$ cat src/rtl/approx_mult_err_monitor.sv
// approx_mult_err_monitor: scores an 8x8 approximate multiplier by ED count/sum (max with APPROX_ERR_MAX_EN)
module approx_mult_err_monitor #(
  parameter int CNT_W = 16,
  parameter int SUM_W = 32
) (
  input  logic             clk,
  input  logic             rst_n,
  input  logic             start,
  input  logic [CNT_W-1:0] len,
  input  logic             in_valid,
  output logic             in_ready,
  input  logic [7:0]       a,
  input  logic [7:0]       b,
  input  logic [15:0]      r_approx,
  output logic             busy,
  output logic             done,
  output logic [CNT_W-1:0] err_count,
  output logic [SUM_W-1:0] err_sum,
  output logic             sat
`ifdef APPROX_ERR_MAX_EN
  ,
  output logic [15:0]      err_max
`endif
);
  localparam logic [1:0] IDLE = 2'd0, RUN = 2'd1, DRAIN = 2'd2, DONE = 2'd3;
  logic [1:0] state;
  logic [CNT_W-1:0] len_q, cnt, cnt_n;
  logic drain_q, take, xfer;
  logic s1_v, s2_v;
  logic [7:0] s1_a, s1_b;
  logic [15:0] s1_r, s2_ed, exact, ed;
  logic [16:0] diff;
  logic [SUM_W:0] sum_n;
  assign take = start && (state == IDLE || state == DONE);
  assign in_ready = state == RUN && cnt < len_q;
  assign xfer = in_valid && in_ready;
  assign busy = state == RUN || state == DRAIN;
  assign done = state == DONE;
  assign cnt_n = cnt + CNT_W'(1);
  always_comb begin
    exact = {8'd0, s1_a} * {8'd0, s1_b};
    diff = {1'b0, exact} - {1'b0, s1_r};
    ed = diff[16] ? ~diff[15:0] + 16'd1 : diff[15:0];
    sum_n = {1'b0, err_sum} + {{(SUM_W-15){1'b0}}, s2_ed};
  end
  always_ff @(posedge clk) begin
    if (!rst_n) begin
      state <= IDLE;
      len_q <= '0;
      cnt <= '0;
      drain_q <= 1'b0;
    end else if (take) begin
      state <= RUN;
      len_q <= len;
      cnt <= '0;
      drain_q <= 1'b0;
    end else if (state == RUN) begin
      if (len_q == '0) state <= DONE;
      else if (xfer) begin
        cnt <= cnt_n;
        if (cnt_n == len_q) state <= DRAIN;
      end
    end else if (state == DRAIN) begin
      drain_q <= ~drain_q;
      if (drain_q) state <= DONE;
    end
  end
  always_ff @(posedge clk) begin
    if (!rst_n) begin
      s1_v <= 1'b0;
      s2_v <= 1'b0;
      s1_a <= '0;
      s1_b <= '0;
      s1_r <= '0;
      s2_ed <= '0;
    end else begin
      s1_v <= xfer;
      s2_v <= s1_v;
      if (xfer) begin
        s1_a <= a;
        s1_b <= b;
        s1_r <= r_approx;
      end
      if (s1_v) s2_ed <= ed;
    end
  end
  // a carry out of the widened sum means the accumulator would wrap
  always_ff @(posedge clk) begin
    if (!rst_n || take) begin
      err_count <= '0;
      err_sum <= '0;
      sat <= 1'b0;
`ifdef APPROX_ERR_MAX_EN
      err_max <= '0;
`endif
    end else if (s2_v) begin
      err_count <= err_count + CNT_W'(s2_ed != 16'd0);
      err_sum <= sum_n[SUM_W] ? {SUM_W{1'b1}} : sum_n[SUM_W-1:0];
      sat <= sat | sum_n[SUM_W];
`ifdef APPROX_ERR_MAX_EN
      err_max <= s2_ed > err_max ? s2_ed : err_max;
`endif
    end
  end
endmodule

$ cat config.mk
export PLATFORM = sky130hd
export DESIGN_NAME = approx_mult_err_monitor
export DESIGN_NICKNAME = d
export VERILOG_FILES = /design/src/rtl/approx_mult_err_monitor.sv
export SDC_FILE = /design/constraint.sdc
export NUM_CORES = 1
export LEC_CHECK = 0
export BUFFER_PORTS_ARGS = -buffer_cell sky130_fd_sc_hd__buf_2
export CAP_MARGIN = 5
export CORE_UTILIZATION = 37
export CTS_CLUSTER_DIAMETER = 200
export CTS_CLUSTER_SIZE = 30
export DETAILED_ROUTE_END_ITERATION = 10
export SYNTH_ARGS = -nofsm -noshare
export SYNTH_HDL_FRONTEND = slang
export SYNTH_SLANG_ARGS = --single-unit
$ cat constraint.sdc
create_clock -name clk -period 4.53 [get_ports clk]
set_input_delay 0.453 -clock clk [delete_from_list [all_inputs] [get_ports clk]]
set_output_delay 0.453 -clock clk [all_outputs]
set_load 0.05 [all_outputs]
# --- Word level (Yosys, flattened, before mapping) ---
# Cells that the tools add are included.
word_totals:
  in_bits: 52
  ff_bits: 134
  wordCells: 63
classes:
  order_cmp: 1
  eq_ne: 8
  n_addsub: 5
  n_mux: 9
  n_bitwise: 6
  n_reduce_logical: 19
  n_mul: 1
op_table:
  columns: ["op", "n"]
  rows:
  - ["32-bit by 16-bit adder with 33-bit output", 1]
  - ["16-bit by 1-bit adder with 16-bit output, second input constant", 2]
  - ["32-bit 2-to-1 mux", 1]
  - ["16-bit by 16-bit subtractor with 17-bit output", 1]
  - ["16-bit by 1-bit adder with 16-bit output", 1]
  - ["16-bit == test", 1]
  - ["16-bit logical NOT", 1]
  - ["16-bit less-than comparator", 1]
  - ["8-bit by 8-bit multiplier with 16-bit output", 1]
  - ["16-bit 2-to-1 mux", 1]
  - ["16-bit NOT", 1]
  - ["16-bit nonzero test", 1]
  - ["2-bit 2-to-1 mux", 6]
  - ["4-bit AND reduction", 2]
  - ["3-bit nonzero test", 2]
  - ["2-bit == test, second input constant", 2]
  - ["4-bit by 2-bit inequality test with 1-bit output, second input constant", 1]
  - ["4-bit by 3-bit inequality test with 1-bit output, second input constant", 1]
  - ["1-bit NOT", 4]
  - ["2-bit nonzero test", 2]
  - ["1-bit logical AND", 3]
  - ["1-bit logical OR", 3]
  - ["3-bit by 1-bit inequality test with 1-bit output, second input constant", 1]
  - ["3-bit by 2-bit inequality test with 1-bit output, second input constant", 1]
  - ["8 further kinds", 8]

# --- Logic depth before layout (Yosys ltp) ---
depth:
  depth_word: 7
  ltp_mapped: 21
  mapped_depth_nobuf: 19

# --- Worst setup path before layout ---
# Ideal clock, no wire load.
synth_path:
  kind: "register to register"
  startpoint: "register s1_b[2]"
  endpoint: "register s2_ed[15]"
  arrival_ns: 4.798
  path_slack_ns: -0.401
  path_buffers: 1
  synth_period_minus_slack_ns: 4.931
  stages_incl_launch_ff: 19
  t_required_ns: 4.397
  path_cell_list: "dfxtp_1 -> clkbuf_1 -> nand2_1 -> fa_1 -> inv_1 -> fa_1 -> fa_1 -> inv_1 -> fa_1 -> inv_1 -> ha_1 -> o2111a_2 -> or4b_4 -> and3_4 -> o2111a_2 -> and4_1 -> a31o_1 -> xnor2_1 -> a21oi_1"
synth_between:
  elab_chain_cells: 5
synth_lines:
  columns: ["element", "line_no", "text"]
  rows:
  - ["start: declaration", "30", "logic [7:0] s1_a, s1_b;"]
  - ["start signal: assignment", "73", "s1_b <= '0;"]
  - ["start signal: assignment", "81", "s1_b <= b;"]
  - ["8-bit by 8-bit multiplier with 16-bit output (*)", "41", "exact = {8'd0, s1_a} * {8'd0, s1_b};"]
  - ["16-bit by 16-bit subtractor with 17-bit output (*)", "42", "diff = {1'b0, exact} - {1'b0, s1_r};"]
  - ["16-bit NOT", "43", "ed = diff[16] ? ~diff[15:0] + 16'd1 : diff[15:0];"]
  - ["16-bit by 1-bit adder with 16-bit output", "43", null]
  - ["16-bit 2-to-1 mux (*)", "43", null]
  - ["end signal: assignment", "75", "s2_ed <= '0;"]
  - ["end signal: assignment", "84", "if (s1_v) s2_ed <= ed;"]
  - ["end: declaration", "31", "logic [15:0] s1_r, s2_ed, exact, ed;"]
# Every way passes the cells marked *; elsewhere a longest branch is shown, timed or not.
# A chain may end at the register's enable or synchronous reset.

# --- Worst setup path after layout ---
layout_path:
  startpoint: "register s1_a[4]"
  endpoint: "register s2_ed[15]"
layout_between:
  elab_chain_cells: 5
layout_lines:
  columns: ["element", "line_no", "text"]
  rows:
  - ["start: declaration", "30", null]
  - ["start signal: assignment", "72", "s1_a <= '0;"]
  - ["start signal: assignment", "80", "s1_a <= a;"]
  - ["8-bit by 8-bit multiplier with 16-bit output (*)", "41", null]
  - ["16-bit by 16-bit subtractor with 17-bit output (*)", "42", null]
  - ["16-bit NOT", "43", null]
  - ["16-bit by 1-bit adder with 16-bit output", "43", null]
  - ["16-bit 2-to-1 mux (*)", "43", null]
# Marks and branches as above.

==> summary.md <==
The number of nets in the finished design is 1487, and the final RePlAce weighted congestion is 0.838. The run finished, with violations left. The layout overhead on the synthesized area was 25.3%. For the level count of the clock H-tree, the log shows 4.

The I/O pin total was 104; the number of unique standard cell types used by synthesis was 61. The clock passes through at most 2 buffers. The final reports fail on negative setup slack. The count of buffers added on input and output ports is 103. The number of cells produced by synthesis was 1142; the final cycle utilization of the critical path was 1.06.

The via total after detailed routing is 8111, and the initial antenna violation count is 0. The number of enable flip-flop cells after synthesis came out at 0. The first-pass detailed-route iteration total is 4. Launch point of the worst hold path: r_approx[6].

Kind of start point of the critical path: a flip-flop. After detailed routing, the number of remaining DRC violations is 0. The clock drives 134 sinks.

Setup repair after global routing could not meet its margin everywhere. By startpoint and endpoint, the worst setup path is classified as reg -> reg. The fraction of registers with async set or reset after synthesis came out at 0. The area of the die is 26800 µm², and the total number of yosys warnings is 0. The tools report the initial cell density of the core as 0.380. The tool flagged a number of max-cap violations equal to 0.

Detailed placement finished with a half-perimeter wire length of 17200 µm. The average instance area after synthesis came out at 8.46 µm². The final hold slack is 0.257 ns, and the sequential share of the synthesized area is 0.278.

Counting the buffers created by CTS gives 17. In this run, synthesis produced a sequential element count of 134. The initialized floorplan defines 58 standard-cell rows. Share of post-route cells with drive strength above 1: 0.241.

At the placement stage, the worst setup path has a slack of -0.510 ns. In the synthesized netlist the dominant register cell turns out to be sky130_fd_sc_hd__dfxtp_1. The ratio of routed vias to standard cells works out to 4.93.

The worst-case vdd ir drop is 326 µV. Buffers inserted to repair hold after CTS numbered 0. The source of the worst register-to-register timing path is s1_a[4]$_SDFFE_PN0P_.

The final number of hold-violating endpoints came out at 0. Clock tree synthesis selected as its root buffer the cell sky130_fd_sc_hd__clkbuf_16. The run gives 0 as the total congestion overflow after global routing. The number of global-route vias before repair is 8027, and the horizontal extent of the die is 164 µm.

For the max-slew headroom at the worst pin, the log shows 0.228. The tightest min-delay check is of the in -> reg type. Clock-pin slew was measured on the worst setup and hold paths at 0.07 ns. The final max-slew violation count was 0; the antenna diode instance count was 0.

The later pin in the worst-skew pair is clocked with a latency of 0.43 ns. Of all nets on the critical path, the largest fanout is 7. TritonCTS built the clock tree. Leaving out fill and tap cells, the most frequent cell in the layout is sky130_fd_sc_hd__dfxtp_1. The worst setup path is captured at a flip-flop. Summed over all layers, the routed wires come to 22800 µm. The synthesized netlist occupies a cell area of 9660 µm². From bottom edge to top edge, the die measures 164 µm.

The wire length of the first global-routing pass was 38200 µm. Entering global routing, the biggest net connects 56 pins. The run gives 2496 as the number of inserted filler cells in the final layout. Setup violations remaining at the end of the flow were counted as 15. The finished cells cover 12100 µm². When the netlist entered floorplanning its net count stood at 1328. Summed over all cells, the static leakage comes to 5.35 nW.

The launch point of the critical path is s1_a[4]$_SDFFE_PN0P_. The upper clock frequency limit is 0.208 GHz. The setup clock skew after layout was 0.0122 ns; the data required time at the worst endpoint was 4.80 ns.

The slew at the pin closest to its max-slew limit is 1.15 ns. Dividing total power by cell area gives a power density of 515 nW/µm². The top cell types in the final layout, fill and taps aside, are sky130_fd_sc_hd__dfxtp_1 (118), sky130_fd_sc_hd__inv_1 (113), sky130_fd_sc_hd__buf_2 (104). The tools report the core region area as 25400 µm². For this block, the initial DRC count from the detailed router was 412. The global routing usage summed across all routing layers was 0.176. For the worst path setup slack after routing, the log shows -0.273 ns. The tools report the cell area after placement as 11100 µm². The number of nets with antenna violations after routing came out at 0. After detailed routing, the average wire length per cell comes to 13.8 µm. The post-layout minimum cycle time was 4.80 ns; the data arrival time at the worst-slack endpoint was 5.07 ns.
[path summary, 6_finish.rpt]
check	end	slack, ns	cells past startpoint
max reg2reg	s2_ed[15]$_SDFFE_PN0P_	-0.27	19
min reg2reg	sat$_SDFFE_PP0P_	0.44	2
min	s1_r[6]$_SDFFE_PN0P_	0.26	3
max	s2_ed[15]$_SDFFE_PN0P_	-0.27	19
[metal layers]
layer  global-route usage  part of all wire
met4               0.0391            0.0088
met5                    0                 0
met1                0.227              0.48
met2                0.301              0.48
met3               0.0320             0.032
[synthesized netlist by cell type (all sizes together), types with 17 or more instances]
cell type | number | share of area
nor3 | 24 | 0.013
nand3 | 25 | 0.013
a21oi | 74 | 0.038
xor2 | 55 | 0.050
and2 | 45 | 0.029
clkbuf | 30 | 0.012
dfxtp | 134 | 0.28
fa | 51 | 0.11
nor2 | 106 | 0.041
and3 | 17 | 0.012
xnor2 | 39 | 0.035
inv | 126 | 0.049
mux2i | 41 | 0.042
ha | 83 | 0.11
nand2 | 96 | 0.037
o21ai | 52 | 0.027
[power by group]
part | internal [W] | switching [W]
clock network | 0.000792 | 0.000637
registers | 0.00129 | 0.000136
logic | 0.00172 | 0.00166
[layout make-up]
type	count	area, µm²	area share
Tap cell	330	413	0.0341
Inverter	126	473	0.0391
Clock inverter	15	178	0.0147
Clock buffer	17	425	0.0351
Multi-Input combinational cell	839	6720	0.555
Timing Repair Buffer	183	1170	0.0964
Sequential cell	134	2730	0.225
[state kept, by name, indices dropped and copies added, names as in the netlist]
name and count:
sat 1, s1_b 8, s2_ed 16, len_q 16, s1_v 1, err_count 16, err_sum 32, cnt 16
state 2, s1_r 16, s2_v 1, drain_q 1, s1_a 8
[kinds of logic (layout without fill, tap and decap cells)]
logic type                 after synthesis  after routing  synth area share
and+or+nand+nor                        368            368             0.186
DFF                                    134            134             0.278
xor gates and xnor gates                94             94            0.0852
AOI/OAI and AO/OA                      202            202             0.128
buffers and inverters                  169            341            0.0673
adders and majority gates              134            134             0.213
muxes                                   41             41            0.0425
[what timing repair did]
item                       4_1_cts  5_1_grt
setup endpoints to repair       15       15
cloned                           1        0
pin swaps                       38       24
setup buffers                    6        4
gates resized for setup         56       30
[through the flow]
step | power [W] | std cells | setup TNS (ns) | util
after floorplan | 0.00344 | 1142 | -0.912 | -
after global placement | 0.00431 | 1601 | -3.46 | 0.439
after detailed placement | 0.00435 | 1601 | -4.28 | 0.439
after CTS | 0.00611 | 1640 | -2.06 | 0.471
after global routing | 0.00671 | 1644 | -4.69 | 0.477
final | 0.00624 | 1644 | -1.89 | 0.477
[critical path, stage by stage (launching register included)]
cell and delay (ns):
sky130_fd_sc_hd__dfxtp_4 0.39, sky130_fd_sc_hd__buf_6 0.12, sky130_fd_sc_hd__nand2_4 0.05, sky130_fd_sc_hd__fa_1 0.54, sky130_fd_sc_hd__inv_2 0.05, sky130_fd_sc_hd__ha_4 0.25, sky130_fd_sc_hd__inv_2 0.03, sky130_fd_sc_hd__fa_1 0.47
sky130_fd_sc_hd__fa_1 0.53, sky130_fd_sc_hd__inv_2 0.05, sky130_fd_sc_hd__ha_4 0.21, sky130_fd_sc_hd__nor2b_4 0.12, sky130_fd_sc_hd__o2111a_2 0.28, sky130_fd_sc_hd__or4b_4 0.52, sky130_fd_sc_hd__and3_4 0.19, sky130_fd_sc_hd__o2111a_2 0.27
sky130_fd_sc_hd__and4_1 0.17, sky130_fd_sc_hd__a31o_1 0.22, sky130_fd_sc_hd__xnor2_1 0.13, sky130_fd_sc_hd__a21oi_1 0.08
Note: power is estimated with default switching activity, not from simulation.
